`src/rtl/state_rmw_pkg.sv`:
```
// Shared types for the fetch-and-op state read-modify-write block.
// Op field sits directly above the W-bit operand in the command word.
package state_rmw_pkg;

  typedef enum logic [1:0] {
    OpAdd  = 2'd0,
    OpSub  = 2'd1,
    OpSwap = 2'd2,
    OpRead = 2'd3
  } op_t;

  typedef enum logic [1:0] {
    StIdle  = 2'd0,
    StWrite = 2'd1,
    StResp  = 2'd2
  } fsm_t;

  localparam int unsigned OperandLsb = 0;
  localparam int unsigned OpWidth    = 2;

  function automatic int unsigned op_lsb(input int unsigned w);
    return w;
  endfunction

endpackage

```
`src/rtl/state_rmw_alu.sv`:
```
// Combinational next-value ALU for state_rmw.
// STATE_RMW_SAT_EN selects unsigned saturating ADD/SUB instead of wrapping.
module state_rmw_alu
  import state_rmw_pkg::*;
#(
  parameter int unsigned W = 16
) (
  input  op_t          i_op,
  input  logic [W-1:0] i_old,
  input  logic [W-1:0] i_operand,
  output logic [W-1:0] o_new
);

`ifdef STATE_RMW_SAT_EN
  // Extra MSB carries the carry-out / borrow used to clamp.
  logic [W:0] w_sum;
  logic [W:0] w_diff;
  assign w_sum  = {1'b0, i_old} + {1'b0, i_operand};
  assign w_diff = {1'b0, i_old} - {1'b0, i_operand};
`endif

  always_comb begin
    o_new = i_old;
    unique case (i_op)
      OpAdd: begin
`ifdef STATE_RMW_SAT_EN
        o_new = w_sum[W] ? '1 : w_sum[W-1:0];
`else
        o_new = i_old + i_operand;
`endif
      end
      OpSub: begin
`ifdef STATE_RMW_SAT_EN
        o_new = w_diff[W] ? '0 : w_diff[W-1:0];
`else
        o_new = i_old - i_operand;
`endif
      end
      OpSwap: o_new = i_operand;
      OpRead: o_new = i_old;
      default: o_new = i_old;
    endcase
  end

endmodule

```
`src/rtl/state_rmw.sv`:
```
// Fetch-and-op controller: reads the state holder, writes back the ALU result and
// returns the pre-operation value. Build with STATE_RMW_SAT_EN for saturating ADD/SUB.
module state_rmw
  import state_rmw_pkg::*;
#(
  parameter int unsigned W = 16
) (
  input  logic         i_clk,
  input  logic         i_rst,
  input  logic         i_cmd_valid,
  input  logic [W+1:0] i_cmd_data,
  output logic         o_cmd_ready,
  output logic         o_st_rd_valid,
  output logic [0:0]   o_st_rd_data,
  input  logic         i_st_rd_ready,
  input  logic         i_st_val_valid,
  input  logic [W-1:0] i_st_val_data,
  output logic         o_st_val_ready,
  output logic         o_st_din_valid,
  output logic [W-1:0] o_st_din_data,
  input  logic         i_st_din_ready,
  output logic         o_res_valid,
  output logic [W-1:0] o_res_data,
  input  logic         i_res_ready
);

  localparam int unsigned OpLsb = op_lsb(W);

  fsm_t         r_state;
  logic [W-1:0] r_old;
  logic [W-1:0] r_new;
  op_t          w_op;
  logic [W-1:0] w_operand;
  logic [W-1:0] w_alu_new;
  logic         w_run;
  logic         w_unused;

  assign w_op      = op_t'(i_cmd_data[OpLsb +: OpWidth]);
  assign w_operand = i_cmd_data[OperandLsb +: W];
  // Read acceptance is implied by the st_val handshake.
  assign w_unused  = i_st_rd_ready;

  state_rmw_alu #(
    .W (W)
  ) u_alu (
    .i_op      (w_op),
    .i_old     (i_st_val_data),
    .i_operand (w_operand),
    .o_new     (w_alu_new)
  );

  always_ff @(posedge i_clk) begin
    if (i_rst) begin
      r_state <= StIdle;
      r_old   <= '0;
      r_new   <= '0;
    end else begin
      unique case (r_state)
        StIdle: begin
          if (i_cmd_valid && i_st_val_valid) begin
            r_old   <= i_st_val_data;
            r_new   <= w_alu_new;
            r_state <= (w_op == OpRead) ? StResp : StWrite;
          end
        end
        StWrite: if (i_st_din_ready) r_state <= StResp;
        StResp:  if (i_res_ready) r_state <= StIdle;
        default: r_state <= StIdle;
      endcase
    end
  end

  // Gating on reset keeps a reset-cycle write or response from being handshaken.
  assign w_run          = !i_rst;
  assign o_st_rd_valid  = w_run && (r_state == StIdle) && i_cmd_valid;
  assign o_st_rd_data   = 1'b0;
  assign o_st_val_ready = o_st_rd_valid;
  assign o_st_din_valid = w_run && (r_state == StWrite);
  assign o_st_din_data  = r_new;
  assign o_res_valid    = w_run && (r_state == StResp);
  assign o_res_data     = r_old;
  assign o_cmd_ready    = o_res_valid && i_res_ready;

endmodule

```
`config.mk`:
```
export PLATFORM = sky130hd
export DESIGN_NAME = state_rmw
export DESIGN_NICKNAME = d
export VERILOG_FILES = /design/src/rtl/state_rmw_pkg.sv /design/src/rtl/state_rmw_alu.sv /design/src/rtl/state_rmw.sv
export SDC_FILE = /design/constraint.sdc
export NUM_CORES = 1
export LEC_CHECK = 0
export ABC_AREA = 1
export BUFFER_PORTS_ARGS = -buffer_cell sky130_fd_sc_hd__buf_2
export CELL_PAD_IN_SITES_DETAIL_PLACEMENT = 1
export CELL_PAD_IN_SITES_GLOBAL_PLACEMENT = 1
export CORE_MARGIN = 2
export CORE_UTILIZATION = 36
export CTS_BUF_LIST = sky130_fd_sc_hd__clkbuf_16
export CTS_CLUSTER_SIZE = 25
export DETAILED_ROUTE_END_ITERATION = 12
export HOLD_SLACK_MARGIN = 0.02
export PLACE_DENSITY = 0.82
export SYNTH_ARGS = -nofsm -noshare
export SYNTH_HDL_FRONTEND = slang
export SYNTH_HIERARCHICAL = 1
export SYNTH_SLANG_ARGS = --single-unit
```
`constraint.sdc`:
```
create_clock -name i_clk -period 3.3 [get_ports i_clk]
set_clock_uncertainty 0.05 [all_clocks]
set_input_delay 0.66 -clock i_clk [delete_from_list [all_inputs] [get_ports i_clk]]
set_output_delay 0.66 -clock i_clk [all_outputs]
set_load 0.005 [all_outputs]
```
# After elaboration in Yosys (flattened, before gate mapping)
# Cells that the tools add are included.
[op_classes] n_addsub=2 eq_ne=8 muxes=6 n_reduce_logical=11
[op_table] operator="16-bit one-hot mux with 4 select lines" n=1
[op_table] operator="16-bit adder" n=1
[op_table] operator="16-bit subtractor" n=1
[op_table] operator="2-bit 2-to-1 mux" n=4
[op_table] operator="2-bit equality test (second input constant)" n=3
[op_table] operator="1-bit logical AND" n=6
[op_table] operator="2-bit != test (second input constant)" n=3
[op_table] operator="2-bit one-hot mux with 3 select lines" n=1
[op_table] operator="2-bit by 1-bit equality test with 1-bit output (second input constant)" n=2
[op_table] operator="2-bit logical NOT" n=2
[op_table] operator="3-bit AND reduction" n=1
[op_table] operator="2-bit AND reduction" n=1
[op_table] operator="1-bit logical NOT" n=1
[totals] ff_bits=34 input_bits=41 output_inout_bits=38 wordCells=30

# Logic depth before layout (Yosys ltp)
[logic_depth] depth_word=4 mapped_depth=23 mapped_depth_nobuf=23

# By module
# The synthesis kept the hierarchy.
[by_module_without_submodules] module="state_rmw_alu" instances=1 cells_per_inst=295 area_each_um2=1529.0 seq_area_each_um2=0.0
[by_module_without_submodules] module="state_rmw" instances=1 cells_per_inst=172 area_each_um2=1315.0 seq_area_each_um2=680.7

# Worst setup path after synthesis
# No wires, ideal clock.
[synth_timing] path_type="input -> register" startpoint="input port i_cmd_data[0]" endpoint="register r_new[11], in the netlist o_st_din_data[11]" setup_ns=0.113 arrival_ns=2.740 required_ns=3.137 path_slack_ns=0.397 stages=19 n_path_buf=0 cell_sequence="inv_1 -> ha_1 -> inv_1 -> nor3_2 -> inv_1 -> o21ai_0 -> xor2_1 -> inv_1 -> ha_1 -> nand2_1 -> inv_1 -> a21oi_1 -> nand2_1 -> a21oi_1 -> nand2_1 -> nand3_1 -> nand2_1 -> o21ai_1 -> nor2_1"
[synth_via] elab_chain_len=2 elab_cells_between_ends=3 cone_classes="add/sub (2); mux (1)"
[synth_rtl] item="from (decl)" line="state_rmw.sv:11" rtl="input logic [W+1:0] i_cmd_data,"
[synth_rtl] item="16-bit subtractor / 16-bit adder (equally long branches)" line="state_rmw_alu.sv:36, state_rmw_alu.sv:29"
[synth_rtl] item="16-bit one-hot mux with 4 select lines *" line="state_rmw_alu.sv:24" rtl="unique case (i_op)"
[synth_rtl] item="via w_alu_new[11]" line="state_rmw.sv:34" rtl="logic [W-1:0] w_alu_new;"
[synth_rtl] item="to (signal assigned)" line="state_rmw.sv:62" rtl="r_new <= w_alu_new;"
[synth_rtl] item="to (decl)" line="state_rmw.sv:31" rtl="logic [W-1:0] r_new;"
# Mark *: on every way through the listed nets, which the timed path passes. The rest lies on a longest branch.
# A chain may end at the register's enable or synchronous reset.

# Worst setup path after layout
[layout_timing] startpoint="input port i_cmd_data[0]" endpoint="register r_new[14], in the netlist o_st_din_data[14]"
# Same word-level chain as after synthesis.

==> results.toml <==
[worst_setup_path]
cp_common_cell = "sky130_fd_sc_hd__nand2_1"
reg2reg_to = "o_res_data[6]"
crit_path_start = "i_cmd_data[0]"
worst_r2r_path_depth = 5
reg2reg_setup_slack_ps = 1890
family_with_the_most_delay_on_the_worst_path = "simple AND/OR/NAND/NOR gates"
critical-path-max-stage-delay_ps = 360
critical_path_buf_inv_count = 7
crit_path_capture_type = "flop"
startpoint_type = "primary input"
crit_path_max_fanout = 5
reg2reg_from = "r_state[0]"
critPathRequiredTime_ps = 3410
worstPathArrival_ps = 3210
critical_path.cell_chain = "buf_2 > inv_1 > ha_1 > inv_1 > nor3_4 > buf_4 > buf_4 > nor2_1 > xor2_1 > inv_1 > ha_1 > nand2_1 > inv_1 > nand2_1 > nand2_1 > nand3_2 > nand2_1 > nand2_1 > nand3_1 > nand2_1 > o21ai_2 > nor2_1"
slowest_stage = "sky130_fd_sc_hd__ha_1"
path_class = "in2reg"

[pwr]
ir_drop_mv = 0.163
power.leakage_nw = 1.89
cellPowerDensity_nw_per_um2 = 414
fin_total_pwr_mw = 1.48

[sta]
drv_slew = 0
fin_tns_setup_ps = 0
post_route_minimum_period_ps = 3100
final.period_utilization_pct = 93.8
setup_viol = 0
max_freq_mhz = 323
hold_viol_final = 0

[yosys]
area_fraction_in_and_or_nand_and_nor_cells_after_synthesis_pct = 35.2
yosysSeqAreaShare_pct = 23.9
post_synth.cell_area_avg_um2 = 6.09
ys_seq_elements = 34
synth_compound_gate_area_share_pct = 16.8
synth-adder-area-share_pct = 7.74
synthesis.instances = 467
synth_cell_types = 35
synth-warning-count = 6
synthesis.nets = 525
post_synth_xor_area_fraction_pct = 4.31
synth_mux_area_share_pct = 0
synth_area_um2 = 2840
synth_top_family_by_area = "simple AND/OR/NAND/NOR gates"

[grt]
global_route_usage_over_all_layers_pct = 23.5
grt_pass1_wl_um = 16300
grt_antenna_before_repair = 0
grt.overflow.total = 0
via_count_of_the_first_global_routing_pass = 3377
maximum_number_of_pins_on_one_net_before_global_route_repair = 34

[placement]
gpl.final_weighted_congestion = 0.933
detailedPlacementHpwl_um = 8190
numPortBuffers = 76
total_placed_cells_including_tap_cells = 646

[drt]
route.detailed.wl_per_inst_um = 15.3
post-route-drc-count = 0
ant_nets = 0
vias = 3334
drtIter0Drc = 160
drt_pass1_iterations = 5
totalWireLength_um = 10000
detail_route.vias_per_cell = 5.09

[finish]
final_layout_size_suffix_gt1_share_pct = 23.0
area_growth_pct = 25.6
insertedDiodeCount = 0
final.fill_count = 1080
ff_latch_area_um2 = 681
stdcell_count = 655
num-nets-final = 610
layout_commonest_cell = "sky130_fd_sc_hd__nand2_1"
final_util_pct = 46.5
mostFrequentLayoutCells = "91 x sky130_fd_sc_hd__nand2_1, 89 x sky130_fd_sc_hd__nor2_1, 76 x sky130_fd_sc_hd__buf_2"
multi_input_area_um2 = 1890

[clock_tree]
cts_tree = "done"
cts_root_buffer = "sky130_fd_sc_hd__clkbuf_16"
clock_insertion_delay_worst_skew_ps = 270
cts_buffer_depth = 2
cts_buffers = 5
cts_hold_repair.buffers = 0
worst_setup_hold_path_clk_slew_ps = 50
cts.sink_count = 34
htreeDepth = 2

[die]
floorplan.initialDensity_pct = 37.0
fp-row-count = 32
io-pin-count = 79
floorplan.die_area_um2 = 8630
die_h_um = 92.9
core_um2 = 7690
die_width_um = 92.9

[run_status]
outcome = "finished clean"

[hold_path]
worst_hold_path.num_cells = 2
min-delay-start = "o_st_din_data[1]"
hold_end = "o_st_din_data[1]"
worst_hold_path_type = "reg2reg"

[flow_run]
maxCapViolations = 0
stage by stage:
step	instance area, um2	setup slack [ps]	hold WS [ps]
after floorplan	2840	397	427
after global placement	3370	-22.9	406
after detailed placement	3370	-105	418
after CTS	3500	162	430
after global routing	3570	-33.1	451
final	3570	203	428
flip-flops by register name (all words and copies together), names as in the netlist:
signal and cells:
r_state 2, o_st_din_data 16, o_res_data 16
worst reg2reg max path: stages, from the launching register on:
cell and delay (ps):
sky130_fd_sc_hd__dfxtp_1 430, sky130_fd_sc_hd__nor2_4 70, sky130_fd_sc_hd__nand2_4 290, sky130_fd_sc_hd__inv_4 210
sky130_fd_sc_hd__nor2_1 180, sky130_fd_sc_hd__nor2_1 60
synth_stat cells, drive strengths merged:
| cell type | n | area share [%] |
|---|---|---|
| conb | 1 | 0.13 |
| or2 | 1 | 0.31 |
| xnor2 | 2 | 0.62 |
| nor2 | 94 | 13 |
| o221ai | 2 | 0.62 |
| nand2 | 96 | 13 |
| buf | 12 | 3.6 |
| nand3 | 37 | 6.5 |
| inv | 57 | 7.6 |
| a21oi | 23 | 4.0 |
| nand4 | 3 | 0.66 |
| ha | 16 | 7.0 |
| o21ai | 53 | 9.5 |
| fa | 1 | 0.70 |
| xor2 | 12 | 3.7 |
| nor4 | 1 | 0.22 |
| dfxtp | 34 | 24 |
| o21a | 1 | 0.26 |
| o211ai | 5 | 1.3 |
| clkbuf | 5 | 0.66 |
| o21bai | 4 | 1.1 |
| nand3b | 2 | 0.53 |
| nor3 | 5 | 1.1 |
power breakdown:
part / leakage [nW] / switching, mW / internal, mW
Clock: 0.0724 / 0.156 / 0.272
Sequential: 0.280 / 0.0206 / 0.449
Combinational: 1.54 / 0.358 / 0.223
layout make-up:
| cell class | count | area share [%] |
|---|---|---|
| Tap cell | 102 | 3.57 |
| Clock inverter | 3 | 0.350 |
| Sequential cell | 34 | 19.1 |
| Clock buffer | 5 | 3.50 |
| Multi-Input combinational cell | 359 | 52.8 |
| Inverter | 57 | 6.06 |
| Timing Repair Buffer | 95 | 14.6 |
per-layer routing:
metal	routed length, um	global-route usage [%]	share of wire [%]	vias to the layer above
met5	0	0	0	-
met4	63	5.64	0.63	0
met3	717	1.55	7.2	5
met2	4760	41.1	48	92
met1	4470	31.6	45	1559
li1	-	-	-	1678
kinds of logic after synthesis:
group           count (synthesis)
buf+inv                        74
xor+xnor                       14
simple gates                  239
fa+ha+maj                      17
flops                          34
compound gates                 88
other cells                     1
what timing repair did:
item | in CTS | in global routing
resized for setup | 0 | 19
setup endpoints to repair | 0 | 7
setup buffers | 0 | 1
worst max path at each step:
stage / endpoint / depth (start not counted)
6_report: o_st_din_data[14] / 22
5_1_grt: o_st_din_data[14] / 22
4_1_cts: o_st_din_data[14] / 19
3_5_place_dp: o_st_din_data[14] / 19
3_3_place_gp: o_st_din_data[14] / 19
2_1_floorplan: o_st_din_data[11] / 19
Note: power is estimated with default switching activity, not from simulation.
